<file path="src/rtl/dmem_store_buffer.sv">
// Posting store buffer between MEM stage and a single-ported data memory: circular FIFO,
// one drain per cycle, youngest-match load forwarding, stall on full or pending fence.
module dmem_store_buffer #(
  parameter int DEPTH = 4,
  parameter int AW    = 32
) (
  input  logic                   clk,
  input  logic                   reset,
  input  logic                   req_valid,
  input  logic                   req_we,
  input  logic [AW-1:0]          req_adr,
  input  logic [31:0]            req_wdata,
  input  logic                   fence,
  output logic [31:0]            rdata_m,
  output logic                   stall_m,
  output logic                   mem_we,
  output logic [AW-1:0]          mem_adr,
  output logic [31:0]            mem_wd,
  input  logic [31:0]            mem_rd,
  input  logic                   mem_ready,
  output logic                   empty,
  output logic [$clog2(DEPTH):0] count
);

  localparam int PW = $clog2(DEPTH);
  localparam int WW = AW - 2;

  logic [PW-1:0] head_q, head_d;
  logic [PW-1:0] tail_q, tail_d;
  logic [PW:0]   count_q, count_d;

  logic [WW-1:0] adr_q [DEPTH];
  logic [31:0]   dat_q [DEPTH];

  logic          full;
  logic          is_load;
  logic          enq;
  logic          drain;
  logic          hit;
  logic          port_busy;
  logic [31:0]   fwd_dat;
  logic [PW-1:0] idx;

  assign full  = (count_q == (PW+1)'(DEPTH));
  assign empty = (count_q == '0);
  assign count = count_q;

  assign stall_m = (req_valid & req_we & full) | (fence & ~empty);
  assign is_load = req_valid & ~req_we;
  assign enq     = req_valid & req_we & ~stall_m;

  // Walk oldest to youngest so the last match (youngest store) wins.
  always_comb begin
    hit     = 1'b0;
    fwd_dat = '0;
    idx     = '0;
    for (int i = 0; i < DEPTH; i++) begin
      idx = head_q + PW'(i);
      if (((PW+1)'(i) < count_q) && (adr_q[idx] == req_adr[AW-1:2])) begin
        hit     = 1'b1;
        fwd_dat = dat_q[idx];
      end
    end
  end

  // A load held off by a fence is not consumed, so it must not steal the port
  // from the drain that the fence is waiting on.
  assign port_busy = is_load & ~hit & ~stall_m;
  assign drain     = ~empty & mem_ready & ~port_busy;

  assign mem_we  = drain;
  assign mem_adr = drain ? {adr_q[head_q], 2'b00} : req_adr;
  assign mem_wd  = drain ? dat_q[head_q] : '0;
  assign rdata_m = (is_load & hit) ? fwd_dat : mem_rd;

  always_comb begin
    head_d  = head_q;
    tail_d  = tail_q;
    count_d = count_q;
    if (drain) head_d = head_q + 1'b1;
    if (enq)   tail_d = tail_q + 1'b1;
    case ({enq, drain})
      2'b10:   count_d = count_q + 1'b1;
      2'b01:   count_d = count_q - 1'b1;
      default: count_d = count_q;
    endcase
  end

  always_ff @(posedge clk or negedge reset) begin
    if (!reset) begin
      head_q  <= '0;
      tail_q  <= '0;
      count_q <= '0;
    end else begin
      head_q  <= head_d;
      tail_q  <= tail_d;
      count_q <= count_d;
    end
  end

  always_ff @(posedge clk) begin
    if (enq) begin
      adr_q[tail_q] <= req_adr[AW-1:2];
      dat_q[tail_q] <= req_wdata;
    end
  end

endmodule

</file>
<file path="config.mk">
export PLATFORM = sky130hd
export DESIGN_NAME = dmem_store_buffer
export DESIGN_NICKNAME = d
export VERILOG_FILES = /design/src/rtl/dmem_store_buffer.sv
export SDC_FILE = /design/constraint.sdc
export NUM_CORES = 1
export LEC_CHECK = 0
export CAP_MARGIN = 40
export CORE_ASPECT_RATIO = 1.25
export CORE_MARGIN = 5
export CORE_UTILIZATION = 53
export CTS_BUF_LIST = sky130_fd_sc_hd__clkbuf_4 sky130_fd_sc_hd__clkbuf_8 sky130_fd_sc_hd__clkbuf_16
export DETAILED_ROUTE_END_ITERATION = 12
export PLACE_DENSITY = 0.8
export SLEW_MARGIN = 5
export SYNTH_ARGS = -nofsm -noshare
export SYNTH_HDL_FRONTEND = slang
export SYNTH_SLANG_ARGS = --single-unit
</file>
<file path="constraint.sdc">
create_clock -name clk -period 8.3 [get_ports clk]
set_clock_uncertainty 0.2 [all_clocks]
set_input_delay 2.075 -clock clk [delete_from_list [all_inputs] [get_ports clk]]
set_output_delay 2.075 -clock clk [all_outputs]
set_load 0.02 [all_outputs]
</file>
Word-level counts from Yosys, hierarchy flattened
Memories as Yosys holds them, arrays and structs flattened.
Index checks and enable logic that the tools add are counted.
- register bits: 7
- RAM bits: 248
- input bits: 102
- word-level logic and storage cells: 58
- memories: 2
- add/subtract/negate cells: 6
- $lt $le $gt $ge: 4
- equal/unequal tests: 7
- muxes and demuxes: 14
- bitwise gates (word level): 16
- reductions and logical operators: 6
- memory list (memory ; depth ; bits a word ; read ports ; clocked after memory_dff ; write ports ; line ; source):
    dat_q ; 4 ; 32 ; 4 ; 0 ; 1 ; 33 ; logic [31:0] dat_q [DEPTH];
    adr_q ; 4 ; 30 ; 4 ; 0 ; 1 ; 32 ; logic [WW-1:0] adr_q [DEPTH];
- operators by type and width (kind ; number):
    32-bit 2-to-1 mux ; 7
    30-bit == test ; 4
    1-bit bitwise AND ; 10
    1-bit by 3-bit < comparator with 1-bit output, first input constant ; 2
    2-bit by 3-bit < comparator with 1-bit output, first input constant ; 2
    1-bit 2-to-1 mux ; 6
    3-bit one-hot mux with 2 select lines ; 1
    1-bit inverter ; 5
    2-bit by 1-bit adder with 2-bit output, second input constant ; 2
    2-bit adder, second input constant ; 2
    1-bit logical AND ; 4
    3-bit by 1-bit adder with 3-bit output, second input constant ; 1
    3-bit == test, second input constant ; 1
    3-bit logical NOT ; 1
    3-bit by 1-bit subtractor with 3-bit output, second input constant ; 1
    2-bit by 1-bit == test with 1-bit output, second input constant ; 1
    2-bit == test, second input constant ; 1
    2-bit nonzero test ; 1
    1-bit bitwise OR ; 1

Longest topological paths before layout
An unclocked memory read counts as a cell.
- depth in word-level cells: 14
- depth in mapped cells: 19
- depth with buffers taken out: 15

Worst setup path before layout
Ideal clock, no wire load.
- kind: input port to output port
- from: in req_adr[8]
- to: out mem_adr[29]
- data arrival time: 5.013 ns
- data required time: 6.025 ns
- setup slack: 1.012 ns
- stages: 11
- path through: clkbuf_1 -> a2bb2oi_1 -> o21ai_1 -> or4_1 -> or4_4 -> or3_4 -> nand4_2 -> o31ai_4 -> inv_6 -> buf_12 -> mux2i_1
- word-level cells in the longest chain between the ends: 12
- elaborated cells on any way between the ends: 18
- ends and longest elaborated chain (what ; line ; source):
    start, declared ; 11 ; input logic [AW-1:0] req_adr,
    30-bit == test ; 59 ; if (((PW+1)'(i) < count_q) && (adr_q[idx] == req_adr[AW-1:2])) begin
    1-bit logical AND ; 59 ;
    1-bit 2-to-1 mux (3 in series) ; 59 ;
    1-bit 2-to-1 mux (*) ; 59 ;
    1-bit inverter (*) ; 68 ; assign port_busy = is_load & ~hit & ~stall_m;
    1-bit bitwise AND (*) (2 in series) ; 68 ;
    1-bit inverter (*) ; 69 ; assign drain = ~empty & mem_ready & ~port_busy;
    1-bit bitwise AND (*) ; 69 ;
    net mem_we ; 16 ; output logic mem_we,
    32-bit 2-to-1 mux (*) ; 72 ; assign mem_adr = drain ? {adr_q[head_q], 2'b00} : req_adr;
    end, declared ; 17 ; output logic [AW-1:0] mem_adr,
Mark *: on every way through the listed nets, which the timed path passes. The rest lies on a longest branch.

Worst setup path in the final report
- from: in req_adr[8]
- to: out mem_adr[25]
- word-level cells in the longest chain between the ends: 12
- elaborated cells on any way between the ends: 18
- ends and longest elaborated chain (what ; line):
    30-bit == test ; 59
    1-bit logical AND ; 59
    1-bit 2-to-1 mux (3 in series) ; 59
    1-bit 2-to-1 mux (*) ; 59
    1-bit inverter (*) ; 68
    1-bit bitwise AND (*) (2 in series) ; 68
    1-bit inverter (*) ; 69
    1-bit bitwise AND (*) ; 69
    32-bit 2-to-1 mux (*) ; 72
Every way passes the cells marked *; elsewhere a longest branch is shown, timed or not.

==> out/metrics.cfg <==
[yosys]
yosysWarnings = 0
synth_nets = 1632
netlist_area_um2 = 17300
yosysSeqAreaShare_pct = 44.1
synth-edff-count = 248
syn_inst = 1521
ys_ff_latch = 255
ys_types = 72
avgSynthCellArea_um2 = 11.4
synth-async-reset-ratio_pct = 2.75
dominantRegCellSynth = edfxtp_1

[cells_and_area]
syn_to_final_growth_pct = 21.1
final_common_cell = edfxtp_1
nets = 1811
mostFrequentLayoutCells = edfxtp_1, mux2i_1, clkdlybuf4s50_1, nor2_1, xnor2_1
n_fill_cell = 2511
drive_gt1_share_pct = 16.8

[floorplan]
die_y_um = 212
num_rows = 74
core_area_um2 = 32400
start_util_pct = 53.3
ioPinCount = 204
fp.dieW_um = 171
die_area_um2 = 36300

[min_path]
hp-class = flop to flop
min_path_cells = 2
hp-start = tail_q[0]
whs_endpoint = tail_q[0]

[power_and_ir_drop]
internal_power_uw = 3720
powerDensity_nw_per_um2 = 298
ir_drop_v = 0.000225
p_seq_share_pct = 27.1
p_comb_share_pct = 53.6
power.clock.fraction_pct = 19.4
swShare_pct = 40.3
switchingPower_uw = 2520
leakagePower_uw = 0.00747

[clock_tree]
cts_tree = done
postCtsSetupBuffers = 0
clockBufferDepth = 3
h-tree-depth = 1
insertion_delay_ns = 0.54
cts_made_buffers = 26
clock-sinks = 255
clkTransAtPathRegs_ns = 0.06
cts_hold_buffers = 0
clock-root-buffer = clkbuf_16
post_cts_resized = 0

[run]
maxCapViolCount = 0

[global_routing]
grtUsageTotal_pct = 26.8
grt_pass1_vias = 13641
grt_pass1_wl_um = 76700
overflow = 0
grt_max_degree = 90
antenna_found_initial = 3

[place]
routabilityCongestion = 0.968
portBuffers = 203
hpwl_um = 35200

[timing]
min_period_ns = 8.21
drv_slew = 0
fin_crit_sh_pct = 98.9
max_slew_margin_pct = 43.7
tightest_slew_ns = 0.844
hold_violations = 0
holdWs_ns = 0.434
max_freq_ghz = 0.122
rsz0062_at_grt = no
setup_viol = 0
fin_tns_setup_ns = 0

[critical_path]
reg2reg_to = count[2]
path_class = input port to primary output
cp_max_fo = 14
reg2reg_depth = 14
critPathSlowestCell = or4_4
r2r_slack_ns = 3.44
max_stage_delay_ns = 0.58
critPathTopFamily = simple AND/OR/NAND/NOR gates
critPathBufInv = 4
cp_common_cell = clkdlybuf4s50_1
r2r-start = head_q[0]
start_kind = input port
path_cells = clkdlybuf4s50_1, a2bb2oi_1, o21ai_1, or4_1, or4_4, or3_4, nand4_2, o31ai_4, inv_6, buf_12, mux2_4, clkdlybuf4s50_1
crit_path_end_kind = primary output
required_ns = 6.03
arrival_ns = 5.93

[detailed_routing]
dr.pass1.iters = 8
drt-total-wl_um = 49800
drcViolationCount = 0
drt_iter0_drc = 1278
post_drt_wl_per_cell_um = 23.3
drtAntennaViolNets = 0
vias_per_cell = 6.36
vias = 13598

[status]
status = finished, final reports clean

sequential cells by signal, indices dropped and copies added, names as in the netlist:
name	cells
dat_q	128
head_q	2
count	3
adr_q	120
tail_q	2
power groups by stage:
stage	logic, uW	clock network, uW	registers [uW]
after floorplan	2470	0	1610
after global placement	3230	0	1700
after detailed placement	3290	0	1710
after CTS	3310	1220	1690
after global routing	3570	1280	1710
final	3340	1210	1690
stage by stage:
stage          worst slack (ns)  std cells  total power (uW)  utilization, %  instance area, um^2
6_report                 0.0934       2138              6240            64.5                20900
3_3_place_gp              0.161       2085              4930            61.3                19900
5_1_grt                 0.00440       2138              6550            64.5                20900
2_1_floorplan              1.01       1521              4080               -                17300
3_5_place_dp             0.0928       2090              5010            61.7                20000
4_1_cts                  0.0907       2137              6220            64.4                20900
Yosys cell counts (all sizes together), types with 2 or more instances:
| cell | instances | area [um^2] |
|---|---|---|
| a222oi | 2 | 20.0 |
| nand2 | 84 | 315 |
| o22a | 2 | 17.5 |
| o21a | 4 | 30.0 |
| mux2 | 106 | 1280 |
| o41ai | 33 | 289 |
| a31oi | 3 | 18.8 |
| mux2i | 212 | 2160 |
| nor2 | 109 | 409 |
| buf | 71 | 531 |
| xor2 | 15 | 131 |
| o211ai | 3 | 22.5 |
| o2bb2ai | 5 | 43.8 |
| clkbuf | 70 | 263 |
| nor4 | 10 | 62.6 |
| a21oi | 49 | 245 |
| a22oi | 4 | 30.0 |
| nand4 | 13 | 103 |
| o2111ai | 4 | 35.0 |
| a2111oi | 7 | 61.3 |
| nor3 | 10 | 60.1 |
| a211oi | 39 | 293 |
| inv | 16 | 65.1 |
| a221o | 2 | 20.0 |
| a221oi | 3 | 32.5 |
| nor2b | 4 | 25.0 |
| dfrtp | 7 | 175 |
| o21ai | 143 | 716 |
| or4 | 2 | 18.8 |
| o22ai | 15 | 93.8 |
| a311oi | 32 | 280 |
| nand2b | 34 | 213 |
| mux4 | 25 | 563 |
| xnor2 | 90 | 788 |
| nand3 | 8 | 40.0 |
| edfxtp | 248 | 7450 |
| o221ai | 3 | 26.3 |
| and2 | 9 | 56.3 |
| ha | 9 | 113 |
worst min-delay path, stage by stage (launching register included):
cell and delay [ns]:
dfrtp_1 0.37, inv_1 0.09, xnor2_1 0.13
cell families after synthesis:
logic type	synth area share [%]
compound gates	13.9
xor+xnor	5.33
fa+ha+maj	0.652
buf+inv	4.97
flops	44.1
mux	23.2
simple gates	7.82
area by class of cell:
class / instances / area, um^2 / share of cell area (%)
Multi-Input combinational cell: 1109 / 8820 / 42.2
Sequential cell: 255 / 7630 / 36.5
Timing Repair Buffer: 292 / 2980 / 14.2
Clock buffer: 36 / 744 / 3.56
Tap cell: 418 / 523 / 2.50
Clock inverter: 11 / 140 / 0.670
Inverter: 16 / 67.6 / 0.323
Antenna cell: 1 / 2.50 / 0.0120
worst max path at each step:
stage	from	to	slack [ns]	depth (start not counted)
final	req_adr[8]	mem_adr[25]	0.09	12
after global routing	req_adr[8]	rdata_m[4]	0.004	12
after CTS	req_adr[8]	mem_adr[25]	0.09	12
after detailed placement	req_adr[8]	mem_adr[25]	0.09	12
after global placement	req_adr[8]	rdata_m[2]	0.16	11
after floorplan	req_adr[8]	mem_adr[29]	1.01	11
per-layer routing:
| metal | wire [um] | GRT usage, % | part of all wire (%) | vias to the layer above |
|---|---|---|---|---|
| li1 | - | - | - | 6184 |
| met1 | 19600 | 35.3 | 39 | 6593 |
| met2 | 24200 | 44.6 | 49 | 698 |
| met3 | 4070 | 4.63 | 8.2 | 119 |
| met4 | 1920 | 9.62 | 3.9 | 4 |
| met5 | 22 | 0 | 0.044 | - |
Power figures use the tool's default switching activity.
